File: src/rtl/ccff_loader.sv
// ccff_loader: streams bitstream words, MSB first, into a serial ccff
// configuration chain and counts the ones returned on the chain tail.
//
// Ports:
//   prog_clk    clock, all state updates on the rising edge
//   pReset      asynchronous active-low reset
//   start       single-cycle request to begin a chain load (ignored in LOAD)
//   in_valid    upstream word valid
//   in_word     upstream bitstream word, MSB shifted first
//   in_ready    loader accepts in_word this cycle
//   ccff_head   serial bit into the chain head
//   ccff_shift  chain shift enable, high when ccff_head carries a valid bit
//   ccff_tail   serial bit returned from the chain tail
//   busy        high while loading
//   done        high once the whole chain has been shifted
//   tail_ones   ones seen on ccff_tail during shift cycles of this/last load
module ccff_loader #(
    parameter int WORD_W    = 8,
    parameter int CHAIN_LEN = 66,
    parameter int CNT_W     = 16
) (
    input  logic              prog_clk,
    input  logic              pReset,
    input  logic              start,
    input  logic              in_valid,
    input  logic [WORD_W-1:0] in_word,
    output logic              in_ready,
    output logic              ccff_head,
    output logic              ccff_shift,
    input  logic              ccff_tail,
    output logic              busy,
    output logic              done,
    output logic [CNT_W-1:0]  tail_ones
);

    localparam int NWORDS = (CHAIN_LEN + WORD_W - 1) / WORD_W;
    localparam int BL_W   = $clog2(WORD_W + 1);

    typedef enum logic [1:0] {IDLE, LOAD, DONE} state_t;

    state_t             state_q, state_d;
    logic [WORD_W-1:0]  sreg_q, sreg_d;
    logic [BL_W-1:0]    bits_left_q, bits_left_d;
    logic [CNT_W-1:0]   bit_cnt_q, bit_cnt_d;
    logic [CNT_W-1:0]   word_cnt_q, word_cnt_d;
    logic [CNT_W-1:0]   tail_ones_q, tail_ones_d;

    logic accept;
    logic last_shift;

    // State register
    always_ff @(posedge prog_clk or negedge pReset) begin
        if (!pReset) state_q <= IDLE;
        else         state_q <= state_d;
    end

    // Next-state logic
    always_comb begin
        state_d = state_q;
        case (state_q)
            IDLE:    if (start) state_d = LOAD;
            LOAD:    if (last_shift) state_d = DONE;
            DONE:    if (start) state_d = LOAD;
            default: state_d = IDLE;
        endcase
    end

    // Output logic
    always_comb begin
        busy       = (state_q == LOAD);
        done       = (state_q == DONE);
        ccff_shift = busy && (bits_left_q != '0);
        ccff_head  = ccff_shift && sreg_q[WORD_W-1];
        // A new word may land on the same edge the last bit of the current
        // one leaves, which keeps the shift stream free of bubbles.
        in_ready   = busy && (word_cnt_q < CNT_W'(NWORDS)) &&
                     ((bits_left_q == '0) ||
                      ((bits_left_q == BL_W'(1)) && ccff_shift));
        tail_ones  = tail_ones_q;
    end

    assign accept     = in_valid && in_ready;
    assign last_shift = ccff_shift && (bit_cnt_q == CNT_W'(CHAIN_LEN - 1));

    // Datapath next values
    always_comb begin
        sreg_d      = sreg_q;
        bits_left_d = bits_left_q;
        bit_cnt_d   = bit_cnt_q;
        word_cnt_d  = word_cnt_q;
        tail_ones_d = tail_ones_q;
        if ((state_q != LOAD) && start) begin
            bits_left_d = '0;
            bit_cnt_d   = '0;
            word_cnt_d  = '0;
            tail_ones_d = '0;
        end else if (state_q == LOAD) begin
            if (ccff_shift) begin
                sreg_d      = {sreg_q[WORD_W-2:0], 1'b0};
                bits_left_d = bits_left_q - BL_W'(1);
                bit_cnt_d   = bit_cnt_q + CNT_W'(1);
                if (ccff_tail && (tail_ones_q != '1))
                    tail_ones_d = tail_ones_q + CNT_W'(1);
            end
            if (accept) begin
                sreg_d      = in_word;
                bits_left_d = BL_W'(WORD_W);
                word_cnt_d  = word_cnt_q + CNT_W'(1);
            end
            // Bits of the final word beyond the chain length are dropped.
            if (last_shift)
                bits_left_d = '0;
        end
    end

    always_ff @(posedge prog_clk or negedge pReset) begin
        if (!pReset) begin
            sreg_q      <= '0;
            bits_left_q <= '0;
            bit_cnt_q   <= '0;
            word_cnt_q  <= '0;
            tail_ones_q <= '0;
        end else begin
            sreg_q      <= sreg_d;
            bits_left_q <= bits_left_d;
            bit_cnt_q   <= bit_cnt_d;
            word_cnt_q  <= word_cnt_d;
            tail_ones_q <= tail_ones_d;
        end
    end

endmodule

File: config.mk
export PLATFORM = sky130hd
export DESIGN_NAME = ccff_loader
export DESIGN_NICKNAME = d
export VERILOG_FILES = /design/src/rtl/ccff_loader.sv
export SDC_FILE = /design/constraint.sdc
export NUM_CORES = 1
export LEC_CHECK = 0
export BUFFER_PORTS_ARGS = -buffer_cell sky130_fd_sc_hd__buf_2
export CAP_MARGIN = 30
export CORE_UTILIZATION = 41
export CTS_CLUSTER_SIZE = 8
export DETAILED_ROUTE_END_ITERATION = 16
export GPL_TIMING_DRIVEN = 0
export SYNTH_ARGS = -nofsm -noshare
export SYNTH_HDL_FRONTEND = slang
export SYNTH_SLANG_ARGS = --single-unit
File: constraint.sdc
create_clock -name prog_clk -period 4.65 [get_ports prog_clk]
set_input_delay 1.395 -clock prog_clk [delete_from_list [all_inputs] [get_ports prog_clk]]
set_output_delay 1.395 -clock prog_clk [all_outputs]
set_load 0.02 [all_outputs]
==> impl_results.md <==
* Diode count at 0
* Placed instance area at 3369 µm²
* Gr ovfl total at 0
* Final min period at 3.481 ns
* Warnings, synthesis at 0
* Unrepaired setup endpoints after global routing: false
* HP Class: reg2reg
* Setup violators final at 0
* Port bufs at 33
* Setup Skew at 0.01068 ns
* Io pins at 34
* Cell Pwr Density at 549.7 nW/µm²
* Worst path cell trace: inv_1 > ha_1 > or3b_2 > nand2_1 > inv_2 > buf_2
* Clock-pin slew on the worst setup and hold paths at 0.06 ns
* Largest net degree at the start of global routing at 63
* CP max FO at 9
* Skew-Pair Late Insertion Delay at 0.34 ns
* Crit share post-route at 74.86%
* CTS tree: built
* TritonRoute pass-1 iters at 4
* Worst reg2reg setup slack at 2.40 ns
* Synth Cell Area at 3078 µm²
* Max_cap viols at 0
* CTS max path bufs at 2
* Gpl congestion at 0.7534
* Final hold violation count at 0
* Hpwl dp at 4190 µm
* CP Class: reg2out
* Most common cell after layout, fill and taps aside: dfrtp_1
* Detail Route Antenna Nets at 0
* Post-Syn Nets at 321
* Synth cell types at 45
* Layout cells sized above 1 at 18.86%
* CP arrival at 2.09 ns
* Synth area leaders: dfrtp_1 (50%), nor2_1 (5.9%), xnor2_1 (4.6%)
* Cell taking the most area after synthesis: dfrtp_1
* Startpoint Class: flip-flop
* Seq/Total Area, Yosys at 50.41%
* Cts hold-fix bufs at 0
* Core Rows at 31
* GRT Total Usage at 17.47%
* Fill cell count at 724
* Fmax at 287.3 MHz
* LEAKAGE at 0.001672 µW
* Placed Instances at 433
* Layout Cells excl Fill at 449
* TritonCTS Buffers at 9
* Final WL at 6051 µm
* Die Y at 88.65 µm
* Buf/Inv on CP at 3
* Relative slew slack at 47.62%
* Outcome: complete, no violations
* Post-DR wirelength/cell at 13.48 µm
* Nets at 365
* Initial core utilization at 42.44%
* DR vias at 2254
* First-pass GRT wire length at 10320 µm
* Crit-path max cell delay at 0.50 ns
* Postcts setup bufs at 0
* Post-synthesis average cell area at 10.23 µm²
* Slew Limit Fails at 0
* Yosys reg bits at 62
* Cell family with most CP delay: simple AND/OR/NAND/NOR gates
* Post-CTS resize count at 0
* Die X at 88.65 µm
* Post-synth top area share at 50.41%
* Area Overhead vs Synth at 15.98%
* Initial antenna violation count at 0
* Slowest CP cell: or3b_2
* Vias in the first global route at 2164
* Worst-margin pin slew at 0.7796 ns
* Die footprint at 7858 µm²
* Req. time, crit path at 3.25 ns
* Synth Instances at 301
* Most frequent cells in the layout: dfrtp_1 (62), nor2_1 (48), buf_2 (35), nand2_1 (19), xnor2_1 (16)
* Worst vdd ir at 0.2465 mV
* Setup TNS at 0 ns
* CP Capture Type: primary output
* DRC errors left at 0
* Sink Count at 62
* Core area at 7253 µm²
* Setup ws final at 1.169 ns
* Avg Vias per Cell at 5.020
* Root buf cell: clkbuf_8
* H-tree levels at 3
* DP Worst Slack at 1.527 ns
* Final Instance Area at 3570 µm²
* Drt first-iter violations at 95
[synth_stat cells]
| cell type | number |
|---|---|
| xor2_1 | 14 |
| a211oi_2 | 1 |
| nor4_2 | 2 |
| and4_1 | 4 |
| o21ai_1 | 1 |
| nor3_1 | 6 |
| nand2b_1 | 1 |
| a2111oi_4 | 2 |
| nand4_1 | 6 |
| xnor2_1 | 16 |
| inv_1 | 12 |
| nand2_1 | 19 |
| ha_1 | 7 |
| a22oi_1 | 1 |
| clkbuf_1 | 5 |
| inv_2 | 1 |
| buf_1 | 2 |
| buf_2 | 3 |
| nand2b_4 | 1 |
| or3b_1 | 1 |
| buf_6 | 1 |
| and3_1 | 4 |
| a21oi_1 | 11 |
| o41ai_1 | 1 |
| nor4_1 | 5 |
| or3b_2 | 1 |
| dfrtp_1 | 62 |
| a21o_1 | 1 |
| o22ai_1 | 1 |
| mux2i_1 | 10 |
| and2_1 | 14 |
| or2_2 | 1 |
| nor3_4 | 1 |
| nand3_2 | 1 |
| nand3_1 | 15 |
| o21a_1 | 1 |
| nor2_1 | 48 |
| or4_1 | 6 |
| nor4b_2 | 2 |
| or3_1 | 1 |
| nor3b_1 | 1 |
| nor2b_1 | 1 |
| o21ai_0 | 3 |
| and2b_2 | 1 |
| a211oi_1 | 3 |
[layer usage]
| metal | up-vias | track usage [%] | share of wire, % | routed length [µm] |
|---|---|---|---|---|
| li1 | 1114 | - | - | - |
| met5 | - | 0 | 0 | 0 |
| met4 | 0 | 9.238 | 2.0 | 118 |
| met3 | 11 | 3.451 | 3.0 | 181 |
| met1 | 1096 | 23.21 | 49 | 2935 |
| met2 | 33 | 26.99 | 47 | 2815 |
[cell type report]
cell class	instances	area, µm²	share of cell area (%)
Timing Repair Buffer	33	167.7	4.697
Sequential cell	62	1551	43.46
Clock inverter	4	45.04	1.262
Buffer	11	52.55	1.472
Clock buffer	12	155.1	4.346
Tap cell	99	123.9	3.470
Multi-Input combinational cell	215	1425	39.92
Inverter	13	48.80	1.367
[power breakdown]
part           switching (µW)  total, µW  leakage, µW  internal (µW)
Sequential                161        856     0.000781            695
Combinational             355        630     0.000785            275
Clock                     202        476     0.000106            274
Total                     718       1960      0.00167           1240
[cells by family (layout without fill, tap and decap cells)]
| family | Yosys count | count (layout) | share of synthesized area [%] |
|---|---|---|---|
| simple gates | 142 | 142 | 25.08 |
| compound gates | 26 | 26 | 6.585 |
| xor+xnor | 30 | 30 | 8.537 |
| buf+inv | 24 | 73 | 3.292 |
| mux | 10 | 10 | 3.252 |
| flops | 62 | 62 | 50.41 |
| fa+ha+maj | 7 | 7 | 2.845 |
[per-stage QoR]
| step | util, % | hold slack [ns] | total power (µW) |
|---|---|---|---|
| 3_3_place_gp | 46.42 | 0.4596 | 1482 |
| 3_5_place_dp | 46.46 | 0.4627 | 1504 |
| 5_1_grt | 49.22 | 0.4947 | 2129 |
| 2_1_floorplan | - | 0.4437 | 1319 |
| 6_report | 49.22 | 0.4729 | 1962 |
| 4_1_cts | 49.22 | 0.4800 | 1995 |
[flip-flops by register name, summed over array words and instances (netlist names)]
name and count:
bit_cnt_q 16, tail_ones 16, word_cnt_q 16, sreg_q 8, bits_left_q 4, state_q 2
[worst paths after layout]
kind / start / end / depth (start not counted)
hold reg to reg: word_cnt_q[4]$_DFFE_PN0P_ / word_cnt_q[4]$_DFFE_PN0P_ / 1
hold / removal: word_cnt_q[4]$_DFFE_PN0P_ / word_cnt_q[4]$_DFFE_PN0P_ / 1
setup / recovery: bits_left_q[0]$_DFFE_PN0P_ / ccff_shift / 6
setup reg to reg: bits_left_q[0]$_DFFE_PN0P_ / tail_ones[12]$_DFFE_PN0P_ / 8
max in group asynchronous: pReset / tail_ones[1]$_DFFE_PN0P_ / 1
min in group asynchronous: pReset / word_cnt_q[3]$_DFFE_PN0P_ / 1
(Power assumes the default switching activity.)
